`src/rtl/ibr128_pkg.sv`:
```
// Shared types and constants for the IBR128 mode-of-operation sequencer.
package ibr128_pkg;

    localparam int BLK_W = 128;

    // Chaining mode encoding as seen on cfg_mode.
    typedef enum logic [1:0] {
        SOM_ECB = 2'b00,
        SOM_CBC = 2'b01,
        SOM_CFB = 2'b10,
        SOM_OFB = 2'b11
    } som_e;

    // Sequencer states: one block in flight at a time.
    typedef enum logic [1:0] {
        ST_IDLE  = 2'b00,
        ST_ISSUE = 2'b01,
        ST_WAIT  = 2'b10,
        ST_OUT   = 2'b11
    } seq_state_e;

endpackage

```
`src/rtl/ibr128_chain_unit.sv`:
```
// Combinational chaining datapath: selects the core input, the result block and
// the next chaining value for the latched mode and direction.
module ibr128_chain_unit
    import ibr128_pkg::*;
(
    input  logic [1:0]       mode,
    input  logic             encrypt,
    input  logic [BLK_W-1:0] blk,
    input  logic [BLK_W-1:0] chain,
    input  logic [BLK_W-1:0] core_dout,
    output logic [BLK_W-1:0] core_din,
    output logic             core_encrypt,
    output logic [BLK_W-1:0] out_blk,
    output logic [BLK_W-1:0] next_chain
);

    som_e mode_e;
    assign mode_e = som_e'(mode);

    // Mode table: CFB and OFB always run the core forward on the chain value.
    always_comb begin
        core_din     = blk;
        core_encrypt = encrypt;
        out_blk      = core_dout;
        next_chain   = chain;
        case (mode_e)
            SOM_ECB: begin
                core_din     = blk;
                core_encrypt = encrypt;
                out_blk      = core_dout;
                next_chain   = chain;
            end
            SOM_CBC: begin
                if (encrypt) begin
                    core_din     = blk ^ chain;
                    core_encrypt = 1'b1;
                    out_blk      = core_dout;
                    next_chain   = core_dout;
                end else begin
                    core_din     = blk;
                    core_encrypt = 1'b0;
                    out_blk      = core_dout ^ chain;
                    next_chain   = blk;
                end
            end
            SOM_CFB: begin
                core_din     = chain;
                core_encrypt = 1'b1;
                out_blk      = core_dout ^ blk;
                // Feedback is always the ciphertext: our output when encrypting, the input when decrypting.
                next_chain   = encrypt ? (core_dout ^ blk) : blk;
            end
            SOM_OFB: begin
                core_din     = chain;
                core_encrypt = 1'b1;
                out_blk      = core_dout ^ blk;
                next_chain   = core_dout;
            end
            default: begin
                core_din     = blk;
                core_encrypt = encrypt;
                out_blk      = core_dout;
                next_chain   = chain;
            end
        endcase
    end

endmodule

```
`src/rtl/ibr128_mode_seq.sv`:
```
// Streaming ECB/CBC/CFB/OFB sequencer in front of the IBR128 core. One block in
// flight; the chain value is only advanced when the core actually returns a result.
module ibr128_mode_seq
    import ibr128_pkg::*;
#(
    parameter int TIMEOUT_CYC = 1024,
    parameter int CNT_W       = 32
) (
    input  logic               Clk,
    input  logic               RstN,
    input  logic               cfg_enable,
    input  logic [1:0]         cfg_mode,
    input  logic               cfg_encrypt,
    input  logic [BLK_W-1:0]   cfg_iv,
    input  logic               cfg_iv_load,
    input  logic               in_valid,
    output logic               in_ready,
    input  logic [BLK_W-1:0]   in_data,
    output logic               out_valid,
    input  logic               out_ready,
    output logic [BLK_W-1:0]   out_data,
    output logic               core_start,
    output logic               core_encrypt,
    output logic [BLK_W-1:0]   core_din,
    input  logic               core_done,
    input  logic [BLK_W-1:0]   core_dout,
    output logic               busy,
    output logic [CNT_W-1:0]   blk_count,
    output logic               err_timeout,
    output logic               err_ivdrop
);

    localparam int TMO_W = $clog2(TIMEOUT_CYC + 1);
    // Counter value on the last permitted WAIT cycle.
    localparam logic [TMO_W-1:0] TMO_LAST = TMO_W'(TIMEOUT_CYC - 1);

    seq_state_e       state_q, state_d;
    logic [BLK_W-1:0] blk_q, blk_d;
    som_e             mode_q, mode_d;
    logic             enc_q, enc_d;
    logic [BLK_W-1:0] chain_q, chain_d;
    logic [TMO_W-1:0] tmo_q, tmo_d;
    logic [BLK_W-1:0] out_data_q, out_data_d;
    logic             out_valid_q, out_valid_d;
    logic             core_start_q, core_start_d;
    logic [CNT_W-1:0] blk_count_q, blk_count_d;
    logic             err_timeout_q, err_timeout_d;
    logic             err_ivdrop_q, err_ivdrop_d;

    logic [BLK_W-1:0] out_blk;
    logic [BLK_W-1:0] next_chain;

    ibr128_chain_unit u_chain (
        .mode         (mode_q),
        .encrypt      (enc_q),
        .blk          (blk_q),
        .chain        (chain_q),
        .core_dout    (core_dout),
        .core_din     (core_din),
        .core_encrypt (core_encrypt),
        .out_blk      (out_blk),
        .next_chain   (next_chain)
    );

    // An IV load in the same cycle blocks capture so the new chain applies to the next block.
    assign in_ready    = (state_q == ST_IDLE) & cfg_enable & ~cfg_iv_load;
    assign busy        = (state_q != ST_IDLE);
    assign out_valid   = out_valid_q;
    assign out_data    = out_data_q;
    assign core_start  = core_start_q;
    assign blk_count   = blk_count_q;
    assign err_timeout = err_timeout_q;
    assign err_ivdrop  = err_ivdrop_q;

    // Next-state logic for the sequencer FSM and all registered outputs.
    always_comb begin
        state_d       = state_q;
        blk_d         = blk_q;
        mode_d        = mode_q;
        enc_d         = enc_q;
        chain_d       = chain_q;
        tmo_d         = tmo_q;
        out_data_d    = out_data_q;
        out_valid_d   = out_valid_q;
        core_start_d  = 1'b0;
        blk_count_d   = blk_count_q;
        err_timeout_d = err_timeout_q;
        err_ivdrop_d  = err_ivdrop_q;
        case (state_q)
            ST_IDLE: begin
                if (cfg_iv_load) begin
                    chain_d       = cfg_iv;
                    blk_count_d   = '0;
                    err_timeout_d = 1'b0;
                    err_ivdrop_d  = 1'b0;
                end else if (in_valid && in_ready) begin
                    blk_d        = in_data;
                    mode_d       = som_e'(cfg_mode);
                    enc_d        = cfg_encrypt;
                    core_start_d = 1'b1;
                    state_d      = ST_ISSUE;
                end
            end
            ST_ISSUE: begin
                tmo_d   = '0;
                state_d = ST_WAIT;
            end
            ST_WAIT: begin
                if (core_done) begin
                    out_data_d  = out_blk;
                    chain_d     = next_chain;
                    out_valid_d = 1'b1;
                    state_d     = ST_OUT;
                end else if (tmo_q == TMO_LAST) begin
                    // Drop the block; the chain keeps its pre-block value.
                    err_timeout_d = 1'b1;
                    state_d       = ST_IDLE;
                end else begin
                    tmo_d = tmo_q + TMO_W'(1);
                end
            end
            ST_OUT: begin
                if (out_ready) begin
                    out_valid_d = 1'b0;
                    blk_count_d = blk_count_q + CNT_W'(1);
                    state_d     = ST_IDLE;
                end
            end
            default: state_d = ST_IDLE;
        endcase
        if (cfg_iv_load && (state_q != ST_IDLE)) begin
            err_ivdrop_d = 1'b1;
        end
    end

    // State and datapath registers, all cleared by the asynchronous reset.
    always_ff @(posedge Clk or negedge RstN) begin
        if (!RstN) begin
            state_q       <= ST_IDLE;
            blk_q         <= '0;
            mode_q        <= SOM_ECB;
            enc_q         <= 1'b0;
            chain_q       <= '0;
            tmo_q         <= '0;
            out_data_q    <= '0;
            out_valid_q   <= 1'b0;
            core_start_q  <= 1'b0;
            blk_count_q   <= '0;
            err_timeout_q <= 1'b0;
            err_ivdrop_q  <= 1'b0;
        end else begin
            state_q       <= state_d;
            blk_q         <= blk_d;
            mode_q        <= mode_d;
            enc_q         <= enc_d;
            chain_q       <= chain_d;
            tmo_q         <= tmo_d;
            out_data_q    <= out_data_d;
            out_valid_q   <= out_valid_d;
            core_start_q  <= core_start_d;
            blk_count_q   <= blk_count_d;
            err_timeout_q <= err_timeout_d;
            err_ivdrop_q  <= err_ivdrop_d;
        end
    end

endmodule

```
`config.mk`:
```
export PLATFORM = sky130hd
export DESIGN_NAME = ibr128_mode_seq
export DESIGN_NICKNAME = d
export VERILOG_FILES = /design/src/rtl/ibr128_pkg.sv /design/src/rtl/ibr128_chain_unit.sv /design/src/rtl/ibr128_mode_seq.sv
export SDC_FILE = /design/constraint.sdc
export NUM_CORES = 2
export LEC_CHECK = 0
export BUFFER_PORTS_ARGS = -buffer_cell sky130_fd_sc_hd__buf_2
export CORE_AREA = 2 2 265 267
export DETAILED_ROUTE_END_ITERATION = 12
export DIE_AREA = 0 0 267 269
export HOLD_SLACK_MARGIN = 0.05
export PLACE_DENSITY_LB_ADDON = 0.3
export SYNTH_ARGS = -nofsm -noshare
export SYNTH_HDL_FRONTEND = slang
export SYNTH_SLANG_ARGS = --single-unit
```
`constraint.sdc`:
```
create_clock -name Clk -period 2.4 [get_ports Clk]
set_clock_uncertainty 0.05 [all_clocks]
set_input_delay 0.24 -clock Clk [delete_from_list [all_inputs] [get_ports Clk]]
set_output_delay 0.24 -clock Clk [all_outputs]
set_load 0.005 [all_outputs]
```
Word-level counts from Yosys, hierarchy flattened
Index checks and enable logic that the tools add are counted.
- register bits: 436
- input port bits: 394
- output and inout port bits: 295
- word-level logic and storage cells: 94
- add/subtract/negate cells: 2
- equality and inequality tests: 17
- mux-type cells: 36
- bitwise logic cells: 6
- reductions and logical operators: 21
- operator list (cell ; number):
    $pmux W128 S3 ; 3
    $mux W128 ; 6
    $xor A128 B128 Y128 ; 3
    $pmux W128 S2 ; 1
    $mux W32 ; 2
    $pmux W32 S2 ; 1
    $add A32 B1 Y32 const B ; 1
    $mux W11 ; 2
    $pmux W11 S2 ; 1
    $ne A2 B2 Y1 const B ; 8
    $reduce_bool A2 Y1 ; 7
    $reduce_and A3 Y1 ; 4
    $reduce_and A4 Y1 ; 3
    $add A11 B1 Y11 const B ; 1
    $eq A11 B10 Y1 const B ; 1
    $mux W1 ; 11
    $mux W2 ; 5
    $eq A2 B2 Y1 const B ; 4
    $pmux W2 S4 ; 1
    $eq A2 B1 Y1 const B ; 2
    $logic_not A2 Y1 ; 2
    $pmux W1 S2 ; 2
    $reduce_and A2 Y1 ; 2
    $ne A3 B3 Y1 const B ; 1
    6 further kinds ; 8

Logic depth before layout (Yosys ltp)
- depth after elaboration: 7
- depth in mapped cells: 9

Modules after synthesis
From an unflattened synthesis, not the netlist that was laid out.
- cell total of the unflattened synthesis: 3578
- area total of the unflattened synthesis: 30048.8 µm²
- modules (own cells, without submodules) (module ; times used ; cells each ; area each (µm²) ; sequential area each (µm²)):
    ibr128_mode_seq ; 1 ; 1552 ; 17941.0 ; 10910.5
    ibr128_chain_unit ; 1 ; 2026 ; 12107.9 ; 0.0

Worst setup path after synthesis
OpenSTA, ideal clock, no wires.
- path kind: flip-flop to output port
- from: reg enc_q
- to: out core_din[100]
- data arrival time: 1801 ps
- slack: 309 ps
- cell stages (with the launch flop): 8
- buffers on the path: 4
- path through: dfrtp_1 -> buf_2 -> clkbuf_1 -> and2_1 -> clkbuf_1 -> clkbuf_1 -> nand2_1 -> a32o_1
- word-level cells in the longest chain between the ends: 2
- RTL lines (what ; line ; text):
    from (decl) ; ibr128_mode_seq.sv:40 ; logic enc_q, enc_d;
    from (signal assigned) ; ibr128_mode_seq.sv:155 ; enc_q <= enc_d;
    $mux W128 ; ibr128_chain_unit.sv:34 ; if (encrypt) begin
    $pmux W128 S3 ; ibr128_chain_unit.sv:26 ; case (mode_e)
    to (decl) ; ibr128_mode_seq.sv:24 ; output logic [BLK_W-1:0] core_din,
Every way passes these cells.

Worst setup path after layout
- from: reg enc_q
- to: out core_din[73]
The elaborated chain is that of the path after synthesis.

==> results.md <==
* Status: finished with violations
* Failing checks: negative setup slack
* Worst Setup Start Kind: flop
* Commonest cells post-synth: 436 x dfrtp_1, 419 x a21oi_1, 285 x nand2_1, 272 x nor2_1, 272 x o21ai_0
* Cell leakage power at 17.64 nW
* H-tree depth at 2
* Flop pwr share at 27.8%
* Top cell type's share of synthesized area at 39.06%
* Cell Int Power at 29.48 mW
* Worst EP arrival at 2.19 ns
* Synth-to-Final Area Change at 42.62%
* Initial DRC Count at 3728
* Post-Synthesis Net Count at 3674
* Setup violators final at 26
* Placed cells at 4721
* Fmax at 0.4037 GHz
* Slew margin rel. at 43.76%
* Worst Tran Pin Value at 0.8436 ns
* # IOs at 689
* Post-Syn Area at 27940 sq um
* Die area at 71820 sq um
* First-pass GRT wire length at 171700 microns
* Seq cells post-synth at 436
* Synth Flop Type: dfrtp_1
* DIE HEIGHT at 269 microns
* Setup crit end kind: primary output
* CP max FO at 19
* Core Util, Final at 57.49%
* Avg Inst Size Synth at 8.522 sq um
* Via-per-instance ratio at 6.030
* Worst ir drop on vdd at 0.8802 mV
* Initial core utilization at 40.31%
* Count of cell types in the netlist at 53
* Post-synthesis sequential area ratio at 39.06%
* Non-Filler Instances at 5257
* Cell Pwr Density at 1346 nW/um^2
* Critical path type: flop to primary output
* Layout cells sized above 1 at 29.95%
* Slew Viols, Final at 0
* Die width at 267 microns
* Wire per inst at 22.43 microns
* TritonCTS clock tree: built
* Leading cell type by number of instances after synthesis: dfrtp_1
* Final WL at 117900 microns
* Area leader, netlist: dfrtp_1
* Sw Share at 45.00%
* Largest net degree at the start of global routing at 107
* Fin crit share at 103.2%
* Clock share of power at 16.2%
* Tmin final at 2.477 ns
* Yosys warnings at 0
* First-pass DRT Iterations at 7
* Synth async-reset ratio at 100.0%
* Global route total overflow at 0
* Final WS setup at -0.07694 ns
* Initial antenna violation count at 5
* HP Class: input port to flop
* Number of global-route vias before repair at 29618
* DRC errors left at 0
* Post-route ant nets at 0
* Dpl hpwl at 70810 microns
* Row cnt at 97
* Final nets at 4665
* Routed vias at 31699
* Core Area at 69300 sq um
* Logic pwr share at 56.0%
* Clock latency at the later pin of the worst-skew pair at 0.61 ns
* Clock Sinks at 436
* Post-synth EDFFs at 0
* NetSw at 24.13 mW
* Clock buffer depth at 3
* Port Buffers at 688
* Clock root buffer: clkbuf_16
* Register clock-pin slew on the reported worst setup and hold paths at 0.06 ns
* Final RePlAce weighted congestion at 0.9185
* RSZ-0062 raised after global routing: yes
* GRT Util Overall at 30.30%
* Syn Inst Count at 3278
* Worst Path Required at 2.11 ns
* CTS Buf Count at 52
* Max cap viols at 0
* Hold Vio Cnt, Final at 0
* Top cells by area, synth: dfrtp_1 39%, a21oi_1 7.5%, mux2_2 5.2%
* Worst Hold Slack at 0.09831 ns
* Total power draw at 53.61 mW
final timing paths:
| check | start | end | slack (ns) | cells past startpoint |
|---|---|---|---|---|
| min reg2reg | out_data[30] | out_data[30] | 0.43 | 2 |
| max reg2reg | state_q[1] | blk_q[3] | 0.16 | 6 |
| max | enc_q | core_din[73] | -0.08 | 6 |
| min in group asynchronous | RstN | chain_q[6] | 0.12 | 2 |
| max in group asynchronous | RstN | out_data[81] | 1.27 | 4 |
| min | in_valid | core_start | 0.1 | 4 |
through the flow:
stage                     setup slack [ns]  TNS, ns  instance area [sq um]
final                             -0.07694  -0.3102                  39840
after global placement              0.2511        0                  32920
after CTS                         -0.08909   -4.461                  39350
after global routing               -0.1378   -7.181                  39840
after floorplan                     0.3090        0                  27940
after detailed placement            0.2238        0                  32920
cells by family after synthesis:
kind of cell             synth area share (%)
multiplexers                            5.312
flip-flops                              39.06
AO/OA/AOI/OAI                           29.02
XOR/XNOR                                4.201
adder cells (fa/ha/maj)               0.08956
buffers and inverters                   4.233
AND/OR/NAND/NOR                         18.09
layout by cell type, fill, tap and decap left out, drive strengths merged, types with 13 or more instances in the layout:
cell         Yosys  routed
o31ai          142     142
clkbuf         264      85
mux2           130     130
nand2b         132     132
a22oi          128     128
a22o           128     128
or2            130     130
nor2           272     272
nand2          285     287
o21ai          272     272
or4             17      17
nand4          135     135
buf             36     833
nand3           20      20
xor2           130     130
dlygate4sd3      0     392
clkinv           0      13
a32o           128     128
a21oi          419     419
dfrtp          436     436
power by group through the flow:
stage | combinational [mW] | clock [mW] | sequential [mW]
global route | 32.5 | 9.05 | 15.3
detailed placement | 26.6 | 0 | 14.8
finish | 30.0 | 8.66 | 14.9
global placement | 26.1 | 0 | 14.7
floorplan | 17.4 | 0 | 13.5
CTS | 28.5 | 8.80 | 14.6
registers in the layout, summed over array words and instances (netlist names):
| register | count |
|---|---|
| blk_q | 128 |
| chain_q | 128 |
| out_data | 128 |
| blk_count | 32 |
| tmo_q | 11 |
| mode_q | 2 |
| state_q | 2 |
| core_start | 1 |
| enc_q | 1 |
| err_ivdrop | 1 |
| err_timeout | 1 |
| out_valid | 1 |
critical path, stage by stage, from the launching register on:
cell and delay [ns]:
dfrtp_4 0.51, buf_4 0.19, nand2_8 0.15, buf_16 0.19, o21ai_0 0.14, a32o_1 0.25, buf_2 0.15
what timing repair did:
item                                    in CTS  in global routing
gates resized for setup                     82                 54
buffers inserted                            15                  2
endpoints found under the hold margin      716                  0
hold buffers                               392                  0
pin swaps                                   35                 28
gates cloned                                13                 13
endpoints found under the setup margin     128                135
cell type report:
class                           instances  area (sq um)
Fill cell                            5887         29460
Multi-Input combinational cell       2538         16130
Sequential cell                       436         10920
Timing Repair Buffer                 1234          9673
Clock buffer                           76          1604
Tap cell                              940          1176
Clock inverter                         20         266.5
Inverter                                6         48.80
Antenna cell                            6         15.01
Timing Repair inverter                  1         8.758
per-layer routing:
metal,up-vias,wire length (microns),global-route usage (%)
met5,-,0,0
met2,1931,55050,49.12
met4,0,6307,15.97
met1,15233,46230,38.96
met3,426,10340,4.977
li1,14109,-,-
(Power assumes the default switching activity.)
